File: src/rtl/seg7_scan_driver_if.sv
// Bus between the CPU-side seg register and the 7-segment scan driver.
// The master drives the value/format controls; the slave drives the pins.
interface seg7_scan_driver_if #(
    parameter int DATA_W     = 32,
    parameter int NUM_DIGITS = 8
);
    logic [DATA_W-1:0]     data_in;
    logic                  mode;
    logic [NUM_DIGITS-1:0] dp_in;
    logic                  lz_blank;
    logic [NUM_DIGITS-1:0] seg_en;
    logic [7:0]            seg_out;

    modport master (
        output data_in, mode, dp_in, lz_blank,
        input  seg_en, seg_out
    );

    modport slave (
        input  data_in, mode, dp_in, lz_blank,
        output seg_en, seg_out
    );
endinterface

File: src/rtl/seg7_scan_driver.sv
// Multiplexed 7-segment scan driver. A free-running converter samples the
// bus value, optionally converts it to BCD with an iterative double-dabble,
// and loads the display registers in one step. A divider then walks the
// digit enables and presents each digit's glyph on the same edge.
module seg7_scan_driver #(
    parameter int DATA_W     = 32,
    parameter int NUM_DIGITS = 8,
    parameter int SCAN_DIV   = 100000,
    parameter int SEG_ACT_LO = 1,
    parameter int EN_ACT_LO  = 1
) (
    input  logic              clk,
    input  logic              rst_n,
    seg7_scan_driver_if.slave bus
);
    localparam int BCD_N = DATA_W * 3 / 10 + 1;
    localparam int BCD_W = BCD_N * 4;
    localparam int DIG_W = NUM_DIGITS * 4;
    localparam int CNT_W = $clog2(DATA_W + 1);
    localparam int DIV_W = (SCAN_DIV > 1) ? $clog2(SCAN_DIV) : 1;
    localparam int IDX_W = (NUM_DIGITS > 1) ? $clog2(NUM_DIGITS) : 1;
    localparam logic [7:0] SEG_OFF = (SEG_ACT_LO != 0) ? 8'hFF : 8'h00;
    localparam logic [NUM_DIGITS-1:0] EN_OFF =
        (EN_ACT_LO != 0) ? {NUM_DIGITS{1'b1}} : {NUM_DIGITS{1'b0}};

    typedef enum logic [1:0] {
        ST_IDLE  = 2'd0,
        ST_SHIFT = 2'd1,
        ST_DONE  = 2'd2
    } state_t;

    state_t                state_r;
    state_t                state_s;
    logic [DATA_W-1:0]     shift_r;
    logic [BCD_W-1:0]      bcd_r;
    logic [CNT_W-1:0]      cnt_r;
    logic                  mode_r;
    logic [NUM_DIGITS-1:0] dp_r;
    logic                  lz_r;
    logic [DIG_W-1:0]      disp_val_r;
    logic [NUM_DIGITS-1:0] disp_dp_r;
    logic                  disp_ovf_r;
    logic                  disp_lz_r;
    logic [DIV_W-1:0]      div_r;
    logic [IDX_W-1:0]      idx_r;
    logic [NUM_DIGITS-1:0] seg_en_r;
    logic [7:0]            seg_out_r;
    logic                  ovf_s;
    logic [3:0]            digit_s;
    logic                  higher_nz_s;
    logic                  blank_s;
    logic [7:0]            glyph_s;

    // Active-high segment pattern {g..a} for one hex digit.
    function automatic logic [7:0] hex_glyph(input logic [3:0] d);
        logic [7:0] g;
        case (d)
            4'h0: g = 8'h3F;
            4'h1: g = 8'h06;
            4'h2: g = 8'h5B;
            4'h3: g = 8'h4F;
            4'h4: g = 8'h66;
            4'h5: g = 8'h6D;
            4'h6: g = 8'h7D;
            4'h7: g = 8'h07;
            4'h8: g = 8'h7F;
            4'h9: g = 8'h6F;
            4'hA: g = 8'h77;
            4'hB: g = 8'h7C;
            4'hC: g = 8'h39;
            4'hD: g = 8'h5E;
            4'hE: g = 8'h79;
            4'hF: g = 8'h71;
            default: g = 8'h00;
        endcase
        return g;
    endfunction

    // Double-dabble correction: every BCD nibble >= 5 gets +3 before the shift.
    function automatic logic [BCD_W-1:0] dabble_adj(input logic [BCD_W-1:0] b);
        logic [BCD_W-1:0] r;
        logic [3:0]       nib;
        r = b;
        for (int k = 0; k < BCD_N; k++) begin
            nib = b[4*k +: 4];
            if (nib >= 4'd5) begin
                r[4*k +: 4] = nib + 4'd3;
            end else begin
                r[4*k +: 4] = nib;
            end
        end
        return r;
    endfunction

    // Converter next-state: hex skips straight to DONE, decimal shifts DATA_W times.
    always_comb begin
        state_s = state_r;
        case (state_r)
            ST_IDLE: begin
                if (bus.mode) begin
                    state_s = ST_SHIFT;
                end else begin
                    state_s = ST_DONE;
                end
            end
            ST_SHIFT: begin
                if (cnt_r == CNT_W'(DATA_W - 1)) begin
                    state_s = ST_DONE;
                end else begin
                    state_s = ST_SHIFT;
                end
            end
            ST_DONE: state_s = ST_IDLE;
            default: state_s = ST_IDLE;
        endcase
    end

    // Converter state register.
    always_ff @(posedge clk or negedge rst_n) begin
        if (!rst_n) begin
            state_r <= ST_IDLE;
        end else begin
            state_r <= state_s;
        end
    end

    // A decimal result overflows when any BCD nibble lies beyond the visible digits.
    always_comb begin
        ovf_s = mode_r && ((bcd_r >> DIG_W) != {BCD_W{1'b0}});
    end

    // Capture, shift-and-add conversion, and atomic display-register load.
    always_ff @(posedge clk or negedge rst_n) begin
        if (!rst_n) begin
            shift_r    <= {DATA_W{1'b0}};
            bcd_r      <= {BCD_W{1'b0}};
            cnt_r      <= {CNT_W{1'b0}};
            mode_r     <= 1'b0;
            dp_r       <= {NUM_DIGITS{1'b0}};
            lz_r       <= 1'b0;
            disp_val_r <= {DIG_W{1'b0}};
            disp_dp_r  <= {NUM_DIGITS{1'b0}};
            disp_ovf_r <= 1'b0;
            disp_lz_r  <= 1'b0;
        end else begin
            case (state_r)
                ST_IDLE: begin
                    shift_r <= bus.data_in;
                    bcd_r   <= {BCD_W{1'b0}};
                    cnt_r   <= {CNT_W{1'b0}};
                    mode_r  <= bus.mode;
                    dp_r    <= bus.dp_in;
                    lz_r    <= bus.lz_blank;
                end
                ST_SHIFT: begin
                    bcd_r   <= (dabble_adj(bcd_r) << 1) | BCD_W'(shift_r[DATA_W-1]);
                    shift_r <= shift_r << 1;
                    cnt_r   <= cnt_r + CNT_W'(1);
                end
                ST_DONE: begin
                    disp_val_r <= mode_r ? DIG_W'(bcd_r) : DIG_W'(shift_r);
                    disp_dp_r  <= dp_r;
                    disp_ovf_r <= ovf_s;
                    disp_lz_r  <= lz_r;
                end
                default: begin
                    cnt_r <= {CNT_W{1'b0}};
                end
            endcase
        end
    end

    // Glyph for the digit about to be enabled, including blanking and overflow.
    always_comb begin
        digit_s     = disp_val_r[4*idx_r +: 4];
        higher_nz_s = 1'b0;
        for (int k = 0; k < NUM_DIGITS; k++) begin
            if ((IDX_W'(k) > idx_r) && (disp_val_r[4*k +: 4] != 4'd0)) begin
                higher_nz_s = 1'b1;
            end else begin
                higher_nz_s = higher_nz_s;
            end
        end
        blank_s = disp_lz_r && (idx_r != {IDX_W{1'b0}}) &&
                  (digit_s == 4'd0) && !higher_nz_s;
        if (disp_ovf_r) begin
            glyph_s = 8'h40;
        end else if (blank_s) begin
            glyph_s = {disp_dp_r[idx_r], 7'h00};
        end else begin
            glyph_s = hex_glyph(digit_s) | {disp_dp_r[idx_r], 7'h00};
        end
    end

    // Scan divider: on the terminal count present the current digit and advance.
    always_ff @(posedge clk or negedge rst_n) begin
        if (!rst_n) begin
            div_r     <= {DIV_W{1'b0}};
            idx_r     <= {IDX_W{1'b0}};
            seg_en_r  <= EN_OFF;
            seg_out_r <= SEG_OFF;
        end else if (div_r == DIV_W'(SCAN_DIV - 1)) begin
            div_r     <= {DIV_W{1'b0}};
            idx_r     <= (idx_r == IDX_W'(NUM_DIGITS - 1)) ? {IDX_W{1'b0}} : idx_r + IDX_W'(1);
            seg_en_r  <= (NUM_DIGITS'(1) << idx_r) ^ EN_OFF;
            seg_out_r <= glyph_s ^ SEG_OFF;
        end else begin
            div_r <= div_r + DIV_W'(1);
        end
    end

    assign bus.seg_en  = seg_en_r;
    assign bus.seg_out = seg_out_r;
endmodule

File: src/flat_wrapper.sv
// flat-port wrapper written by rule: the top's interface ports become plain ports
module seg7_scan_driver_flat 
#(
    parameter int DATA_W     = 32,
    parameter int NUM_DIGITS = 8,
    parameter int SCAN_DIV   = 100000,
    parameter int SEG_ACT_LO = 1,
    parameter int EN_ACT_LO  = 1
)
  (clk, rst_n, bus_data_in, bus_mode, bus_dp_in, bus_lz_blank, bus_seg_en, bus_seg_out);
  seg7_scan_driver_if #(.DATA_W(DATA_W), .NUM_DIGITS(NUM_DIGITS)) bus_i ();
  input  logic clk;
  input  logic rst_n;
  input wire logic [$bits(bus_i.data_in)-1:0] bus_data_in;
  input wire logic [$bits(bus_i.mode)-1:0] bus_mode;
  input wire logic [$bits(bus_i.dp_in)-1:0] bus_dp_in;
  input wire logic [$bits(bus_i.lz_blank)-1:0] bus_lz_blank;
  output wire logic [$bits(bus_i.seg_en)-1:0] bus_seg_en;
  output wire logic [$bits(bus_i.seg_out)-1:0] bus_seg_out;
  assign bus_i.data_in = bus_data_in;
  assign bus_i.mode = bus_mode;
  assign bus_i.dp_in = bus_dp_in;
  assign bus_i.lz_blank = bus_lz_blank;
  assign bus_seg_en = bus_i.seg_en;
  assign bus_seg_out = bus_i.seg_out;
  seg7_scan_driver #(.DATA_W(DATA_W), .NUM_DIGITS(NUM_DIGITS), .SCAN_DIV(SCAN_DIV), .SEG_ACT_LO(SEG_ACT_LO), .EN_ACT_LO(EN_ACT_LO)) u_core (.clk(clk), .rst_n(rst_n), .bus(bus_i));
endmodule
File: config.mk
export PLATFORM = sky130hd
export DESIGN_NAME = seg7_scan_driver_flat
export DESIGN_NICKNAME = d
export VERILOG_FILES = /design/src/rtl/seg7_scan_driver_if.sv /design/src/rtl/seg7_scan_driver.sv /design/src/flat_wrapper.sv
export SDC_FILE = /design/constraint.sdc
export NUM_CORES = 1
export LEC_CHECK = 0
export BUFFER_PORTS_ARGS = -buffer_cell sky130_fd_sc_hd__buf_2
export CORE_UTILIZATION = 55
export DETAILED_ROUTE_END_ITERATION = 7
export PLACE_DENSITY_LB_ADDON = 0.3
export SLEW_MARGIN = 10
export SYNTH_ARGS = -nofsm -noshare
export SYNTH_HDL_FRONTEND = slang
export SYNTH_SLANG_ARGS = --single-unit
File: constraint.sdc
create_clock -name clk -period 3.1 [get_ports clk]
set_input_delay 0 -clock clk [delete_from_list [all_inputs] [get_ports clk]]
set_output_delay 0 -clock clk [all_outputs]
set_load 0.05 [all_outputs]
==> key figures <==
Placed design
  • Global placer's final weighted congestion: 0.9276
  • Placed cell area: 0.009059 mm²
  • Total half-perimeter wirelength after legalization and detailed placement: 12,460 µm
  • Port bufs: 59

Floorplanning
  • Vertical extent of the die: 126.8 µm
  • Top-Level Pins: 60
  • Std cell rows: 45
  • CORE AREA: 0.01520 mm²
  • Die extent in x: 126.8 µm
  • Die ar.: 0.01609 mm²
  • Effective utilization at floorplan: 0.5639

Drt
  • Post-detailed-route via-to-cell ratio: 5.683
  • Number of detailed-routing iterations run before antenna repair: 4
  • Routed length per instance: 16.66 µm
  • Total Wirelength: 19,130 µm
  • Count of unresolved DRC violations after routing: 0
  • Via total after detailed routing: 6,524
  • Number of DRC markers in iteration 0: 464
  • Final ANT Viol Nets: 0

CTS
  • Clock Pin Slew Worst Setup and Hold Paths: 70 ps
  • Number of CTS-inserted buffers: 17
  • H-tree lvl count: 4
  • Clock tree from TritonCTS: built
  • Number of buffers on the longest clock path: 2
  • Clock latency of the later-clocked register in the worst-skew pair: 430 ps
  • Clock Tree Root: sky130_fd_sc_hd__clkbuf_16
  • Sinks on the clock net: 168

STA
  • Max Freq: 359.5 MHz
  • Relative slew margins: 0.3744
  • Count of final max-slew check failures: 0
  • Post-Route Setup TNS: 0 ps
  • Share of the clock period used by the worst path: 0.8973
  • Setup repair after global routing missed its margin: no
  • Fin. Hold Viols: 0
  • Count of final setup violators: 0
  • Final critical delay including setup and external delays: 2782 ps
  • Slew at the pin closest to its max-slew limit: 936.5 ps
  • Worst clock skew on the final layout: 7.671 ps

Min path
  • Worst min-delay path category: primary input to asynchronous set/reset pin

Synthesis
  • Dominant cell type by area after synthesis: sky130_fd_sc_hd__dfrtp_1
  • Post-synthesis async set-or-reset flop share: 1.000
  • Top_reg_cell synth: sky130_fd_sc_hd__dfrtp_1
  • Number of distinct library cells after synthesis: 46
  • Share of the synthesized area in the top cell type: 0.4437
  • Synthesized area per cell: 9.979 µm²
  • Post-synthesis instance total: 859
  • Synth Cell Area: 0.008572 mm²
  • Sequential fraction of the synthesis area: 0.4928
  • Post-synth EDFFs: 0
  • Warning count from the yosys run: 0
  • Nets in the synthesized netlist: 938
  • Yosys reg bits: 168
  • Cells taking the most area after synthesis: sky130_fd_sc_hd__dfrtp_1 (44%), sky130_fd_sc_hd__mux2i_1 (7.9%), sky130_fd_sc_hd__o21ai_0 (7.0%)

Power and ir drop
  • Static leakage power: 0.004785 µW
  • Power per cell area: 849.9 mW/mm²
  • Portion of total power attributed to combinational logic: 0.296
  • Total power draw: 8648 µW
  • VDD IR-drop max: 530.7 µV
  • Power dissipated by switching net loads: 2985 µW
  • Fraction of power spent switching nets: 0.3452
  • Pint: 5663 µW
  • Sequential fraction of design power: 0.424
  • Portion of total power attributed to the clock network: 0.280

Layout
  • Signed area change from the synthesized netlist to the final layout: 18.71%
  • Number of diodes added for antenna fixing: 0
  • Layout net count: 1,026
  • Post-route standard cell area excluding fillers: 0.01018 mm²
  • Filler cells: 1,158
  • Share of layout cells above drive strength 1: 0.1531

Worst setup path
  • Worst Path Class, Setup: register to register
  • Arrival time at the worst endpoint: 3150 ps
  • CP Data Required Time: 3460 ps
  • Maximum fanout along the worst path: 8
  • Kind of end point of the critical path: register
  • Kind of launch point of the worst setup path: register

Job
  • Total of max-cap violations: 0

Global route
  • GRT Overall Usage: 0.2572
  • Wire length of the first global-routing pass: 32,260 µm
  • Vias in the first global route: 6,525
  • Total grt overflow: 0
  • Largest net degree at the start of global routing: 92
  • Number of antenna violations at the first check in global routing: 0

Status
  • Outcome: complete, no violations
## cells by family (layout without fill, tap and decap cells)
group                      Yosys count  in the layout  synth area share
DFF                                168            168            0.4928
AOI/OAI and AO/OA                  188            188            0.1247
adders and majority gates           35             35           0.05109
buffers and inverters               72            173           0.03284
muxes                               89             89            0.1206
and+or+nand+nor                    270            270            0.1403
xor gates and xnor gates            37             37           0.03780
## worst max-delay path, cell delays in order (launching register included)
cell,delay [ps]
sky130_fd_sc_hd__dfrtp_1,510
sky130_fd_sc_hd__mux4_1,600
sky130_fd_sc_hd__nand2_1,70
sky130_fd_sc_hd__and2_1,240
sky130_fd_sc_hd__ha_1,230
sky130_fd_sc_hd__o211ai_1,100
sky130_fd_sc_hd__a211oi_1,250
sky130_fd_sc_hd__nand4_1,180
sky130_fd_sc_hd__o21bai_2,320
sky130_fd_sc_hd__o32a_1,220
## cell usage in the layout, fill, tap and decap left out, types with 4 or more instances in the layout
cell | Yosys | final
sky130_fd_sc_hd__a21oi_1 | 25 | 25
sky130_fd_sc_hd__a22o_1 | 8 | 8
sky130_fd_sc_hd__a31oi_1 | 6 | 6
sky130_fd_sc_hd__and3_1 | 4 | 4
sky130_fd_sc_hd__buf_2 | 3 | 58
sky130_fd_sc_hd__buf_4 | 0 | 11
sky130_fd_sc_hd__bufinv_16 | 0 | 6
sky130_fd_sc_hd__clkbuf_16 | 0 | 17
sky130_fd_sc_hd__dfrtp_1 | 152 | 149
sky130_fd_sc_hd__dfstp_2 | 16 | 16
sky130_fd_sc_hd__dlygate4sd3_1 | 0 | 43
sky130_fd_sc_hd__ha_1 | 35 | 35
sky130_fd_sc_hd__inv_1 | 25 | 25
sky130_fd_sc_hd__mux2_2 | 11 | 11
sky130_fd_sc_hd__mux2i_1 | 68 | 68
sky130_fd_sc_hd__mux4_2 | 7 | 7
sky130_fd_sc_hd__nand2_1 | 156 | 156
sky130_fd_sc_hd__nand2b_1 | 13 | 12
sky130_fd_sc_hd__nand3_1 | 19 | 19
sky130_fd_sc_hd__nand4_1 | 4 | 4
sky130_fd_sc_hd__nor2_1 | 36 | 36
sky130_fd_sc_hd__nor2b_1 | 5 | 5
sky130_fd_sc_hd__nor3_1 | 5 | 4
sky130_fd_sc_hd__nor3b_1 | 7 | 7
sky130_fd_sc_hd__nor4_1 | 7 | 7
sky130_fd_sc_hd__o21ai_0 | 120 | 120
sky130_fd_sc_hd__o22a_1 | 5 | 5
sky130_fd_sc_hd__o31ai_1 | 10 | 10
sky130_fd_sc_hd__or3_1 | 4 | 4
sky130_fd_sc_hd__xnor2_1 | 20 | 20
sky130_fd_sc_hd__xor2_1 | 17 | 17
## routing by layer
layer	global-route usage	wire length (µm)	vias to the layer above
met5	0	0	-
met4	0.09734	431	0
met3	0.05061	620	38
met2	0.4250	9452	132
met1	0.3366	8624	3195
li1	-	-	3159
## synth_stat cells, types with 4 or more instances
library cell,number
sky130_fd_sc_hd__a22o_1,8
sky130_fd_sc_hd__mux2i_1,68
sky130_fd_sc_hd__a31oi_1,6
sky130_fd_sc_hd__and3_1,4
sky130_fd_sc_hd__o21ai_0,120
sky130_fd_sc_hd__nor2b_1,5
sky130_fd_sc_hd__nand3_1,19
sky130_fd_sc_hd__mux4_2,7
sky130_fd_sc_hd__nand4_1,4
sky130_fd_sc_hd__xnor2_1,20
sky130_fd_sc_hd__a21oi_1,25
sky130_fd_sc_hd__nand2b_1,13
sky130_fd_sc_hd__clkbuf_1,39
sky130_fd_sc_hd__dfrtp_1,152
sky130_fd_sc_hd__o31ai_1,10
sky130_fd_sc_hd__dfstp_2,16
sky130_fd_sc_hd__mux2_2,11
sky130_fd_sc_hd__nor3b_1,7
sky130_fd_sc_hd__nor2_1,36
sky130_fd_sc_hd__o22a_1,5
sky130_fd_sc_hd__nor3_1,5
sky130_fd_sc_hd__ha_1,35
sky130_fd_sc_hd__or3_1,4
sky130_fd_sc_hd__xor2_1,17
sky130_fd_sc_hd__nor4_1,7
sky130_fd_sc_hd__nand2_1,156
sky130_fd_sc_hd__inv_1,25
## sequential cells by signal, indices dropped and copies added, names as in the netlist, 2 cells and up
name / count
u_core.bus.seg_en: 8
u_core.cnt_r: 6
u_core.disp_dp_r: 8
u_core.shift_r: 32
u_core.div_r: 17
u_core.bus.seg_out: 8
u_core.idx_r: 3
u_core.bcd_r: 40
u_core.state_r: 2
u_core.disp_val_r: 32
u_core.dp_r: 8
## cell type report
cell class | count | area, µm² | area share
inverter | 26 | 97.59 | 0.009591
multi-input combinational | 619 | 4074 | 0.4003
clock inverter | 12 | 220.2 | 0.02164
tap | 188 | 235.2 | 0.02312
clock buffer | 20 | 466.7 | 0.04586
timing repair buffer | 115 | 854.6 | 0.08398
sequential | 168 | 4228 | 0.4155
## repair_timing
item                                    in CTS  in global routing
endpoints found under the setup margin       0                  0
hold endpoints to repair                   104                  0
hold buffers                                43                  0
resized for setup                            0                  0
buffers inserted                             0                  0
## power by group through the flow
stage / logic (µW) / registers [µW] / clock network, µW
6_report: 2560 / 3670 / 2420
5_1_grt: 2900 / 3760 / 2560
4_1_cts: 2570 / 3650 / 2470
3_5_place_dp: 2490 / 3690 / 0
3_3_place_gp: 2400 / 3660 / 0
2_1_floorplan: 2040 / 3330 / 0
## stage by stage
stage               hold slack, ps  setup WS, ps  cells  utilization
floorplan                   -295.6         477.5    859            -
global placement             7.538         454.8   1073       0.5959
detailed placement           4.698         340.0   1073       0.5959
CTS                          116.9         343.0   1148       0.6694
global route                 150.3         190.4   1148       0.6694
finish                       100.8         318.3   1148       0.6694
## path summary, 6_finish.rpt
kind | start | endpoint | slack [ps] | cells past startpoint
max | u_core.idx_r[0] | u_core.bus.seg_out[2] | 320 | 9
max in group asynchronous | rst_n | u_core.bcd_r[13] | 2150 | 3
min reg2reg | u_core.div_r[4] | u_core.div_r[4] | 470 | 1
max reg2reg | u_core.idx_r[0] | u_core.bus.seg_out[2] | 320 | 9
min | rst_n | u_core.div_r[14] | 100 | 2
min in group clk | bus_data_in[0] | u_core.shift_r[0] | 320 | 3
Power figures use the tool's default switching activity.
